==> src/rtl/uart_tx_pkg.sv <==
// Shared UART types and helpers: FSM state encoding, baud divider math and
// counter sizing used by the transmitter and its baud tick generator.
package uart_tx_pkg;

  typedef enum logic [1:0] {
    ST_IDLE  = 2'd0,
    ST_START = 2'd1,
    ST_DATA  = 2'd2,
    ST_STOP  = 2'd3
  } tx_state_e;

  localparam int NB_DATA_DEF    = 8;
  localparam int OVERSAMPLE_DEF = 16;

  // Truncated clocks-per-tick, floored at 1 so tiny clock/baud ratios still tick.
  function automatic int calc_div(input int clk_freq, input int baud_rate, input int oversample);
    int d;
    d = clk_freq / (baud_rate * oversample);
    return (d < 1) ? 1 : d;
  endfunction

  function automatic int cnt_width(input int n);
    return (n > 1) ? $clog2(n) : 1;
  endfunction

  function automatic int max2(input int a, input int b);
    return (a > b) ? a : b;
  endfunction

endpackage

==> src/rtl/uart_baud_gen.sv <==
// Oversample tick generator: one-clock pulse every DIV clocks. i_clear restarts
// the period so the next pulse lands exactly DIV clocks later.
module uart_baud_gen
  import uart_tx_pkg::*;
#(
  parameter int DIV = 1
) (
  input  logic clk,
  input  logic i_rst_n,
  input  logic i_clear,
  output logic o_tick
);

  localparam int            CW   = cnt_width(DIV);
  localparam logic [CW-1:0] LAST = CW'(DIV - 1);

  logic [CW-1:0] cnt_q, cnt_d;

  always_comb begin
    cnt_d = cnt_q + CW'(1);
    if (i_clear || (cnt_q == LAST)) cnt_d = '0;
  end

  always_ff @(posedge clk or negedge i_rst_n) begin
    if (!i_rst_n) cnt_q <= '0;
    else          cnt_q <= cnt_d;
  end

  assign o_tick = (cnt_q == LAST);

endmodule

==> src/rtl/uart_tx.sv <==
// UART transmitter: start bit, NB_DATA data bits LSB first, SB_TICK-tick stop.
// Handshake: i_tx_start is taken only in IDLE; o_tx_done is the ready level and
// o_tx_done_tick pulses once, together with o_tx_done rising, at frame end.
module uart_tx
  import uart_tx_pkg::*;
#(
  parameter int NB_DATA    = NB_DATA_DEF,
  parameter int SB_TICK    = 16,
  parameter int CLK_FREQ   = 50_000_000,
  parameter int BAUD_RATE  = 19200,
  parameter int OVERSAMPLE = OVERSAMPLE_DEF
) (
  input  logic               clk,
  input  logic               i_rst_n,
  input  logic               i_tx_start,
  input  logic [NB_DATA-1:0] i_tx_data,
  output logic               o_tx,
  output logic               o_tx_done,
  output logic               o_tx_done_tick,
  output logic [1:0]         o_state
);

  localparam int DIV = calc_div(CLK_FREQ, BAUD_RATE, OVERSAMPLE);
  localparam int TW  = cnt_width(max2(OVERSAMPLE, SB_TICK));
  localparam int BW  = cnt_width(NB_DATA);

  localparam logic [TW-1:0] OS_LAST   = TW'(OVERSAMPLE - 1);
  localparam logic [TW-1:0] STOP_LAST = TW'(SB_TICK - 1);
  localparam logic [BW-1:0] BIT_LAST  = BW'(NB_DATA - 1);

  tx_state_e          state_q, state_d;
  logic [NB_DATA-1:0] shift_q, shift_d;
  logic [TW-1:0]      tick_cnt_q, tick_cnt_d;
  logic [BW-1:0]      bit_cnt_q, bit_cnt_d;
  logic               tx_q, tx_d;
  logic               done_q, done_d;
  logic               done_tick_q, done_tick_d;
  logic               baud_tick;
  logic               accept;

  assign accept = (state_q == ST_IDLE) && i_tx_start;

  uart_baud_gen #(.DIV(DIV)) u_baud (
    .clk     (clk),
    .i_rst_n (i_rst_n),
    .i_clear (accept),
    .o_tick  (baud_tick)
  );

  always_ff @(posedge clk or negedge i_rst_n) begin
    if (!i_rst_n) begin
      state_q     <= ST_IDLE;
      shift_q     <= '0;
      tick_cnt_q  <= '0;
      bit_cnt_q   <= '0;
      tx_q        <= 1'b1;
      done_q      <= 1'b1;
      done_tick_q <= 1'b0;
    end else begin
      state_q     <= state_d;
      shift_q     <= shift_d;
      tick_cnt_q  <= tick_cnt_d;
      bit_cnt_q   <= bit_cnt_d;
      tx_q        <= tx_d;
      done_q      <= done_d;
      done_tick_q <= done_tick_d;
    end
  end

  always_comb begin
    state_d    = state_q;
    shift_d    = shift_q;
    tick_cnt_d = tick_cnt_q;
    bit_cnt_d  = bit_cnt_q;
    case (state_q)
      ST_IDLE: begin
        if (i_tx_start) begin
          shift_d    = i_tx_data;
          tick_cnt_d = '0;
          bit_cnt_d  = '0;
          state_d    = ST_START;
        end
      end
      ST_START: begin
        if (baud_tick) begin
          if (tick_cnt_q == OS_LAST) begin
            tick_cnt_d = '0;
            bit_cnt_d  = '0;
            state_d    = ST_DATA;
          end else begin
            tick_cnt_d = tick_cnt_q + TW'(1);
          end
        end
      end
      ST_DATA: begin
        if (baud_tick) begin
          if (tick_cnt_q == OS_LAST) begin
            tick_cnt_d = '0;
            shift_d    = shift_q >> 1;
            if (bit_cnt_q == BIT_LAST) begin
              bit_cnt_d = '0;
              state_d   = ST_STOP;
            end else begin
              bit_cnt_d = bit_cnt_q + BW'(1);
            end
          end else begin
            tick_cnt_d = tick_cnt_q + TW'(1);
          end
        end
      end
      ST_STOP: begin
        if (baud_tick) begin
          if (tick_cnt_q == STOP_LAST) begin
            tick_cnt_d = '0;
            state_d    = ST_IDLE;
          end else begin
            tick_cnt_d = tick_cnt_q + TW'(1);
          end
        end
      end
      default: state_d = ST_IDLE;
    endcase
  end

  // Outputs follow the registered state one clock later; the first IDLE cycle
  // after a frame is marked by done_q still being low.
  always_comb begin
    tx_d = 1'b1;
    case (state_q)
      ST_START: tx_d = 1'b0;
      ST_DATA:  tx_d = shift_q[0];
      default:  tx_d = 1'b1;
    endcase
    done_tick_d = (state_q == ST_IDLE) && !done_q;
    done_d      = (state_q == ST_IDLE) && !(accept && !done_tick_d);
  end

  assign o_tx           = tx_q;
  assign o_tx_done      = done_q;
  assign o_tx_done_tick = done_tick_q;
  assign o_state        = state_q;

endmodule
==> config.mk <==
export PLATFORM = sky130hd
export DESIGN_NAME = uart_tx
export DESIGN_NICKNAME = d
export VERILOG_FILES = /design/src/rtl/uart_tx_pkg.sv /design/src/rtl/uart_baud_gen.sv /design/src/rtl/uart_tx.sv
export SDC_FILE = /design/constraint.sdc
export NUM_CORES = 1
export LEC_CHECK = 0
export CORE_AREA = 8 8 68 70
export DETAILED_ROUTE_END_ITERATION = 12
export DIE_AREA = 0 0 76 78
export GPL_ROUTABILITY_DRIVEN = 0
export PLACE_DENSITY = 0.76
export SLEW_MARGIN = 15
export SYNTH_ARGS = -nofsm -noshare
export SYNTH_HDL_FRONTEND = slang
export SYNTH_SLANG_ARGS = --single-unit
==> constraint.sdc <==
create_clock -name clk -period 1.8 [get_ports clk]
set_clock_uncertainty 0.2 [all_clocks]
set_input_delay 0.36 -clock clk [delete_from_list [all_inputs] [get_ports clk]]
set_output_delay 0.36 -clock clk [all_outputs]
set_load 0.005 [all_outputs]
### Word level (Yosys, flattened, before mapping)

Cells that the tools add are included.
Widths: inputs -> output; s select.

| operators by class | value |
|---|---|
| add/sub/neg operators | 3 |
| equality and inequality tests | 15 |
| mux-type cells | 26 |
| reduce and logical (&&, ||, !) cells | 16 |

Operators with widths:

| operator | count |
|---|---|
| $mux 8 | 4 |
| $mux 3 | 6 |
| $mux 2 | 8 |
| $ne 2x2->1 const B | 8 |
| $pmux 8 s2 | 1 |
| $mux 4 | 3 |
| $pmux 3 s3 | 1 |
| $add 8x1->8 const B | 1 |
| $eq 8x8->1 const B | 1 |
| $pmux 2 s4 | 1 |
| $pmux 4 s2 | 1 |
| $reduce_and 8->1 | 1 |
| $reduce_and 6->1 | 1 |
| $add 4x1->4 const B | 1 |
| $eq 2x2->1 const B | 2 |
| $eq 4x4->1 const B | 1 |
| $logic_and 1x1->1 | 4 |
| $reduce_and 4->1 | 1 |
| $add 3x1->3 const B | 1 |
| $eq 3x3->1 const B | 1 |
| $logic_not 1->1 | 3 |
| $reduce_bool 3->1 | 1 |
| $reduce_or 3->1 | 1 |
| $eq 2x1->1 const B | 1 |
| other kinds (6) | 6 |

| word-level totals | value |
|---|---|
| register bits | 28 |
| bits of input ports | 11 |
| output and inout bits | 5 |
| word-level logic and storage cells | 68 |

### Longest topological paths before layout

Gate-level depths: netlist of run 1.

| depth | value |
|---|---|
| depth in word-level cells | 6 |
| depth in mapped cells | 7 |
| mapped depth without buffers | 6 |

### Modules after synthesis

Synthesis of run 1 repeated with hierarchy kept, for this count alone.

| second synthesis, totals | value |
|---|---|
| cells, all modules | 160 |
| area, all modules | 1,587.8 µm² |

Modules (own cells, without submodules):

| module | instances | cells an instance | area each (µm²) | seq. area each (µm²) |
|---|---|---|---|---|
| uart_tx | 1 | 117 | 1,162.4 | 503.0 |
| uart_baud_gen | 1 | 43 | 425.4 | 200.2 |

### Worst setup path after synthesis of run 1

No wires, ideal clock.

| timing path | value |
|---|---|
| kind | register -> register |
| start point | reg state_q[0], in the netlist o_state[0] |
| end point | reg shift_q[0] |
| library setup time | 0.077 ns |
| data arrival time | 1.701 ns |
| required time | 1.523 ns |
| slack | -0.179 ns |
| cell stages (with the launch flop) | 8 |
| path buffers | 1 |
| clock period less this slack | 1.979 ns |
| path through | dfrtp_1 -> inv_1 -> ha_1 -> mux2_2 -> nand2b_1 -> clkbuf_1 -> o22ai_1 -> a21oi_1 |

| between the ends | value |
|---|---|
| cells in the longest elaborated chain, start to end | 3 |
| elaborated cells on any way between the ends | 8 |
| classes of those cells | eq/ne: 4; mux: 1; reduce/logical: 3 |

RTL lines:

| what | RTL line | source |
|---|---|---|
| start: declaration | uart_tx.sv:31 | `tx_state_e state_q, state_d;` |
| start signal: assignment | uart_tx.sv:60 | `state_q <= state_d;` |
| $eq 2x2->1 / $logic_not 2->1 (equally long branches) | uart_tx.sv:75 | `case (state_q)` |
| $ne 2x2->1 (no line) / $reduce_bool 2->1 (equally long branches) | n/a |  |
| $reduce_and 4->1 (no line) | n/a |  |
| end signal: assignment | uart_tx.sv:61 | `shift_q <= shift_d;` |
| end: declaration | uart_tx.sv:32 | `logic [NB_DATA-1:0] shift_q, shift_d;` |

Parallel ways exist; a longest one is shown, timed or not.
A chain may end at the register's enable or synchronous reset.

### Worst setup path in the final report of run 1

| timing path | value |
|---|---|
| start point | reg u_baud.cnt_q[1] |
| end point | reg bit_cnt_q[1] |

| between the ends | value |
|---|---|
| cells in the longest elaborated chain, start to end | 3 |
| elaborated cells on any way between the ends | 4 |
| classes of those cells | eq/ne: 3; reduce/logical: 1 |

RTL lines:

| what | RTL line | source |
|---|---|---|
| start: declaration | uart_baud_gen.sv:17 | `logic [CW-1:0] cnt_q, cnt_d;` |
| start signal: assignment | uart_baud_gen.sv:26 | `else cnt_q <= cnt_d;` |
| $eq 8x8->1 (*) | uart_baud_gen.sv:29 | `assign o_tick = (cnt_q == LAST);` |
| $ne 2x2->1 (no line) | n/a |  |
| $reduce_and 6->1 (no line) (*) | n/a |  |
| end signal: assignment | uart_tx.sv:63 | `bit_cnt_q <= bit_cnt_d;` |
| end: declaration | uart_tx.sv:34 | `logic [BW-1:0] bit_cnt_q, bit_cnt_d;` |

Mark *: on every way between the ends. The rest lies on a longest branch, timed or not.

==> key figures, run 1 <==
Run status
  • Status: finished with violations
  • Failing checks: negative setup slack

Die
  • DIE WIDTH: 76 um
  • Row cnt: 22
  • Core area: 0.00355 sq mm
  • Die Y: 78 um
  • Io pins: 16
  • Initial Utilization: 42.7%
  • Die Area: 0.00593 sq mm

Yosys
  • Post-Synth Simple-Gate Area: 19.4%
  • Sequential fraction of the synthesis area: 46.4%
  • Largest family of logic cells by synthesized area: simple AND/OR/NAND/NOR gates
  • Netlist Area Pre-Place: 0.00152 sq mm
  • Post-synth EDFFs: 0
  • Synth Area in Adders: 8.25%
  • Unique masters post-synth: 39
  • Synth top area share: 42.9%
  • Most frequent cell after synthesis: dfrtp_1
  • Syn Area/Cell: 9.72 sq um
  • Main synth FF type: dfrtp_1
  • Synth area leader: dfrtp_1
  • Synth Area in Compound Gates: 17.2%
  • Post-Syn Instances: 156
  • Synth cell count leaders: 26 x dfrtp_1, 13 x nand2_1, 13 x o22ai_1
  • Post-synth net total: 177
  • Number of synthesized register bits: 28
  • Synth Area in XOR/XNOR: 3.47%
  • Synth area leaders: dfrtp_1 43%, ha_1 8.3%, o22ai_1 5.4%
  • Asr flop ratio synth: 100%
  • Multiplexer area fraction after synthesis: 1.49%
  • Synth warnings: 0

Detailed routing
  • Via count: 1376
  • Antenna Nets Post-Route: 0
  • DRC Markers: 0
  • Total Wirelength: 4.04 mm
  • Routed len/inst: 15.8 um
  • DR vias/cell: 5.38
  • DR iter-0 viols: 72
  • DRT Pass-1 Iters: 4

Worst setup path
  • CP Data Arrival Time: 2010 ps
  • Crit end category: register
  • CP peak stage delay: 420 ps
  • Critical path's slowest cell: or3b_4
  • Bufs and invs on worst path: 2
  • Cell family with most CP delay: simple AND/OR/NAND/NOR gates
  • Startpoint types: register
  • Setup Crit Path Kind: register to register
  • Reg-to-reg setup timing slack: -140 ps
  • Crit path max fanout: 4
  • Crit-path cells: inv_1 > ha_2 > or3b_4 > nor3_4 > buf_4 > nand2_4 > o221ai_2
  • CP required: 1870 ps

STA
  • Tcrit/Tclk final: 108%
  • Max_slew headroom: 75.9%
  • Actual slew at the worst max-slew pin: 361 ps
  • Post-Route Setup TNS: -1410 ps
  • Final hold vios: 0
  • RSZ-0062 raised after global routing: yes
  • Endpoints failing setup: 15
  • Achievable frequency: 515 MHz
  • Worst setup slack after layout: -141 ps
  • Slew Viols, Final: 0
  • Tmin final: 1940 ps

GRT
  • Vias in the first global route: 1421
  • GRT Total Usage: 13.5%
  • GRT Residual Overflow: 0
  • First-pass GRT wire length: 6.69 mm
  • Initial antenna violation count: 0
  • Pin count of the biggest net entering global routing: 29

Cells and area
  • FILL cells: 257
  • Post-route cell area: 0.00227 sq mm
  • Area grow syn2layout: 49.8%
  • Final core utilization: 64.0%
  • Antenna cells: 0
  • Layout cells sized above 1: 39.4%
  • # nets final: 230

Placement
  • Placed Area: 0.00194 sq mm
  • IO buf count: 15
  • Hpwl dp: 2.71 mm
  • Post-place setup slack: -147 ps

CTS
  • CTS max path bufs: 2
  • Clk sink count: 28
  • CTS tree: yes
  • CTS Buf Count: 3
  • CTS Root Cell: clkbuf_4
  • Clk_lat worst skew: 340 ps
  • CTS clk-pin slew, worst paths: 160 ps
  • H-tree Lvls: 1
  • Cts hold-fix bufs: 0

Power and ir drop
  • Leakage: 0.995 nW
  • Power Total: 0.00351 W
  • Pint: 0.00215 W
  • Switching fraction of total power: 38.7%
  • Switching pwr: 0.00136 W
  • PD cells: 1540 mW/mm^2
  • VDD IR max: 0.720 mV
  • Comb power frac: 60.9%
  • Share of power burned in registers: 29.9%
  • Clock share of power: 9.2%

Run
  • MaxCap Viol Count: 0

Hold path
  • Worst Hold Class: primary input to async pin
cell families after synthesis:
logic type / Yosys count
xor+xnor: 6
compound gates: 42
flops: 28
simple gates: 53
buf+inv: 15
mux: 2
fa+ha+maj: 10
per-stage QoR:
stage                     std cells  hold slack [ps]
after global routing            256              205
after floorplan                 156             -136
after CTS                       252              195
after global placement          241              302
final                           256              175
after detailed placement        241              308
final timing paths:
| path | startpoint | to | cells past startpoint |
|---|---|---|---|
| max | u_baud.cnt_q[1] | bit_cnt_q[1] | 7 |
| min | i_rst_n | shift_q[4] | 2 |
| max reg2reg | u_baud.cnt_q[1] | bit_cnt_q[1] | 7 |
| min reg2reg | tick_cnt_q[2] | tick_cnt_q[2] | 1 |
| max in group asynchronous | i_rst_n | o_tx_done | 2 |
| min in group clk | tick_cnt_q[2] | tick_cnt_q[2] | 1 |
sequential cells by signal, indices dropped and copies added (netlist names):
register / cells
u_baud.cnt_q: 8
shift_q: 8
o_tx_done: 1
bit_cnt_q: 3
o_tx_done_tick: 1
o_state: 2
o_tx: 1
tick_cnt_q: 4
layer usage:
metal / part of all wire [%] / vias to the layer above / GRT usage (%)
met5: 0 / - / 0
met4: 2.0 / 0 / 4.31
met3: 3.5 / 9 / 2.42
met2: 54 / 31 / 25.4
met1: 40 / 669 / 14.8
li1: - / 667 / -
cell type report:
class                           count  area [sq um]  share of cell area, %
Clock buffer                        4          36.3                   1.60
Timing Repair Buffer               53           468                   20.6
Sequential cell                    28           703                   30.9
Inverter                           10          40.0                   1.76
Tap cell                           48          60.1                   2.64
Multi-Input combinational cell    113           965                   42.5
timing repair:
action	CTS	global route
gates resized for setup	21	26
pin swaps	9	13
endpoints found under the setup margin	27	24
buffers inserted	7	4
placed cells by master (no fill, tap or decap), types with 2 or more instances in the layout:
cell type / count
a21oi_1: 6
dlygate4sd2_1: 3
nand4_1: 2
ha_2: 3
xor2_1: 4
o21ai_1: 8
dfrtp_1: 26
mux2_4: 2
a21oi_2: 3
o22ai_2: 3
nor2_1: 10
ha_1: 3
ha_4: 4
dfstp_2: 2
nor3_4: 2
o22ai_4: 2
o221ai_2: 3
clkbuf_4: 3
nand3_1: 8
buf_4: 31
buf_6: 7
o22ai_1: 8
clkdlybuf4s50_1: 11
xnor2_1: 2
and3_1: 3
nand2_1: 11
inv_1: 8
power groups by stage:
| stage | logic, W | clock network [W] | registers (W) |
|---|---|---|---|
| final | 0.00213 | 0.000323 | 0.00105 |
| after global routing | 0.00232 | 0.000349 | 0.00107 |
| after CTS | 0.00179 | 0.000326 | 0.00100 |
| after detailed placement | 0.00157 | 0 | 0.00102 |
| after global placement | 0.00148 | 0 | 0.00100 |
| after floorplan | 0.000950 | 0 | 0.00101 |
No activity file was read; power rests on OpenSTA's default activity.
==> inputs of run 2 (changes only) <==
--- a/config.mk
+++ b/config.mk
@@ -9,7 +9,9 @@
 export DETAILED_ROUTE_END_ITERATION = 12
 export DIE_AREA = 0 0 76 78
 export GPL_ROUTABILITY_DRIVEN = 0
+export GPL_TIMING_DRIVEN = 0
 export PLACE_DENSITY = 0.76
+export SETUP_SLACK_MARGIN = 0.2
 export SLEW_MARGIN = 15
 export SYNTH_ARGS = -nofsm -noshare
 export SYNTH_HDL_FRONTEND = slang
==> run 2 against run 1 <==
Against the previous run: the run still ends with negative setup slack left; critical path type unchanged; setup slack gained 25 ps; cell count down 3.5%; die area did not move; critical path depth unchanged; highest routed layer unchanged; clock power rose by 30%; largest power group unchanged; design area decreased by 4.2%; sequential cell count unchanged; sequential power barely moved.
==> key figures, run 2 (same netlist as run 1, synthesis figures left out) <==
Run status
  • Status: finished with violations
  • Failing checks: negative setup slack

Cells and area
  • Most frequent cells in the layout: 24 x dfrtp_1, 19 x buf_4, 12 x o22ai_1
  • Finished Layout Cells: 247 (-3.5%)
  • Final core utilization: 61.3% (-2.7 points)
  • Post-route cell area: 0.00218 sq mm (-4.2%)
  • Biggest regs: shift_q: 8 flops, u_baud.cnt_q: 8 flops, tick_cnt_q: 4 flops
  • Area grow syn2layout: 43.6%
  • Layout cells sized above 1: 38.2% (-1.2 points)
  • # nets final: 221 (-3.9%)
  • Commonest non-fill, non-tap cell in the layout: dfrtp_1
  • Antenna cells: 0 (unchanged)

Worst setup path
  • Setup Crit Path Kind: register to register
  • Crit path depth: 7 (unchanged)
  • CP peak stage delay: 420 ps (about the same)
  • Critical path's slowest cell: or3b_4
  • Critical path origin: u_baud.cnt_q[1]
  • CP required: 1880 ps (about the same)
  • Capture point of the worst reg-to-reg path: shift_q[1]
  • Bufs and invs on worst path: 2 (unchanged)
  • Reg-to-reg setup timing slack: -120 ps (+30 ps)
  • CP Data Arrival Time: 2000 ps (about the same)
  • Crit path capture: shift_q[1]
  • Reg-to-Reg Start: u_baud.cnt_q[1]
  • Crit-path cells: inv_1 > ha_2 > or3b_4 > nor3_4 > buf_6 > o22ai_1 > a21oi_1
  • Reg2Reg Depth: 7 (unchanged)
  • Cell family with most CP delay: simple AND/OR/NAND/NOR gates
  • Crit path max fanout: 6 (+2)
  • Startpoint types: register
  • Crit end category: register

Placement
  • Placed cell count: 219 (-9.1%)
  • Placed Area: 0.00180 sq mm (-7.0%)
  • IO buf count: 15 (unchanged)
  • Hpwl dp: 2.52 mm (-7.1%)

STA
  • RSZ-0062 raised after global routing: yes
  • Slew Viols, Final: 0 (unchanged)
  • Tcrit/Tclk final: 106% (-1.4 points)
  • Tmin final: 1920 ps (-25.4 ps)
  • Worst setup slack after layout: -116 ps (+25.4 ps)
  • Endpoints failing setup: 16 (+1)
  • Actual slew at the worst max-slew pin: 649 ps (+287 ps)
  • Final hold vios: 0 (unchanged)
  • Max_slew headroom: 56.7% (-19 points)
  • Achievable frequency: 522 MHz (+1.3%)

Detailed routing
  • DRT Pass-1 Iters: 5 (+1)
  • Routed len/inst: 15.5 um (-1.7%)
  • DR vias/cell: 5.51 (+2.4%)
  • Met2 wire length: 2.06 mm (-5.9%)
  • Antenna Nets Post-Route: 0 (unchanged)
  • DR iter-0 viols: 84 (+17%)
  • DRC Markers: 0 (unchanged)
  • Total Wirelength: 3.84 mm (-5.1%)
  • Via count: 1360 (-1.2%)
  • Met3 WL: 175 um (+22%)
  • Top layer in use: met4
  • DRT met1 WL: 1.55 mm (-5.1%)

Power and ir drop
  • Leakage: 0.937 nW (-5.8%)
  • VDD IR max: 0.727 mV (+0.91%)
  • PD cells: 1550 mW/mm^2 (+0.70%)

CTS
  • CTS tree: yes
  • CTS Buf Count: 3 (unchanged)
  • CTS max path bufs: 2 (unchanged)
  • H-tree Lvls: 1 (unchanged)
  • Clk sink count: 28 (unchanged)
  • CTS clk-pin slew, worst paths: 160 ps (about the same)
  • Clk_lat worst skew: 340 ps (about the same)
  • CTS Root Cell: clkbuf_4

Run
  • MaxCap Viol Count: 0 (unchanged)

Die
  • Die Y: 78 um (unchanged)
  • Row cnt: 22 (unchanged)
  • Die Area: 0.00593 sq mm (unchanged)
  • Initial Utilization: 42.7% (unchanged)
  • Io pins: 16 (unchanged)
  • DIE WIDTH: 76 um (unchanged)
  • Core area: 0.00355 sq mm (unchanged)

GRT
  • GRT Total Usage: 12.7% (-0.79 points)
  • GRT Residual Overflow: 0 (unchanged)
  • First-pass GRT wire length: 6.51 mm (-2.8%)
  • Pin count of the biggest net entering global routing: 29 (unchanged)
  • Initial antenna violation count: 0 (unchanged)
  • Vias in the first global route: 1407 (-0.99%)

Hold path
  • Worst Hold Class: register to register
run 2: cell types whose count changed in the layout (fill, tap and decap cells not counted), moves of 3 or more:
cell	before	now
buf_2	0	6
buf_4	31	19
buf_6	7	4
nor2_1	10	4
nor2_4	0	6
o221ai_1	0	3
o221ai_2	3	0
o22ai_1	8	12
run 2: worst register-to-register path: stages (launching register included):
cell and delay (ps):
dfrtp_1 400, inv_1 60, ha_2 190, or3b_4 420, nor3_4 210, buf_6 170, o22ai_1 80, a21oi_1 150
run 2: area by class of cell:
cell class | instances | area [sq um]
buffer | 5 | 56.3
inverter | 10 | 40.0
multi-input combinational | 113 | 941
clock inverter | 1 | 30.0
clock buffer | 3 | 22.5
tap | 48 | 60.1
timing repair buffer | 39 | 322
fill | 273 | 1370
sequential | 28 | 706
run 2: through the flow:
step           hold slack [ps]  setup WS, ps  total power [W]  TNS, ps
6_report                   312          -116          0.00338    -1400
4_1_cts                    305          -135          0.00317    -1590
3_5_place_dp               218          -379          0.00244    -4920
2_1_floorplan             -136          13.6          0.00204        0
3_3_place_gp               267          -303          0.00235    -8670
5_1_grt                    344          -198          0.00361    -3070
run 2: metal layers:
layer / vias to the layer above / global-route usage [%]
li1: 648 / -
met1: 675 / 14.5
met2: 31 / 23.3
met3: 6 / 2.65
met4: 0 / 3.14
met5: - / 0
run 2: worst min-delay path by stage:
stage,start,end,slack (ps),cells after the start
after CTS,u_baud.cnt_q[0],u_baud.cnt_q[0],300,1
final,tick_cnt_q[0],tick_cnt_q[0],310,1
after floorplan,i_rst_n,bit_cnt_q[0],-140,0
after global routing,tick_cnt_q[0],tick_cnt_q[0],340,1
after global placement,u_baud.cnt_q[0],u_baud.cnt_q[0],270,1
after detailed placement,i_rst_n,shift_q[2],220,1
run 2: where the power goes:
part           total, W  internal [W]  switching [W]
Clock          0.000419      0.000225       0.000193
Sequential      0.00106      0.000858       0.000205
Combinational   0.00190       0.00103       0.000875
Total           0.00338       0.00211        0.00127
run 2: timing repair:
| action | 4_1_cts | 5_1_grt |
|---|---|---|
| gates resized for setup | 35 | 21 |
| hold buffers | 1 | 0 |
| setup buffers | 19 | 4 |
| pin swaps | 15 | 5 |
| hold endpoints to repair | 26 | 0 |
| cloned | 0 | 0 |
| setup endpoints to repair | 31 | 24 |
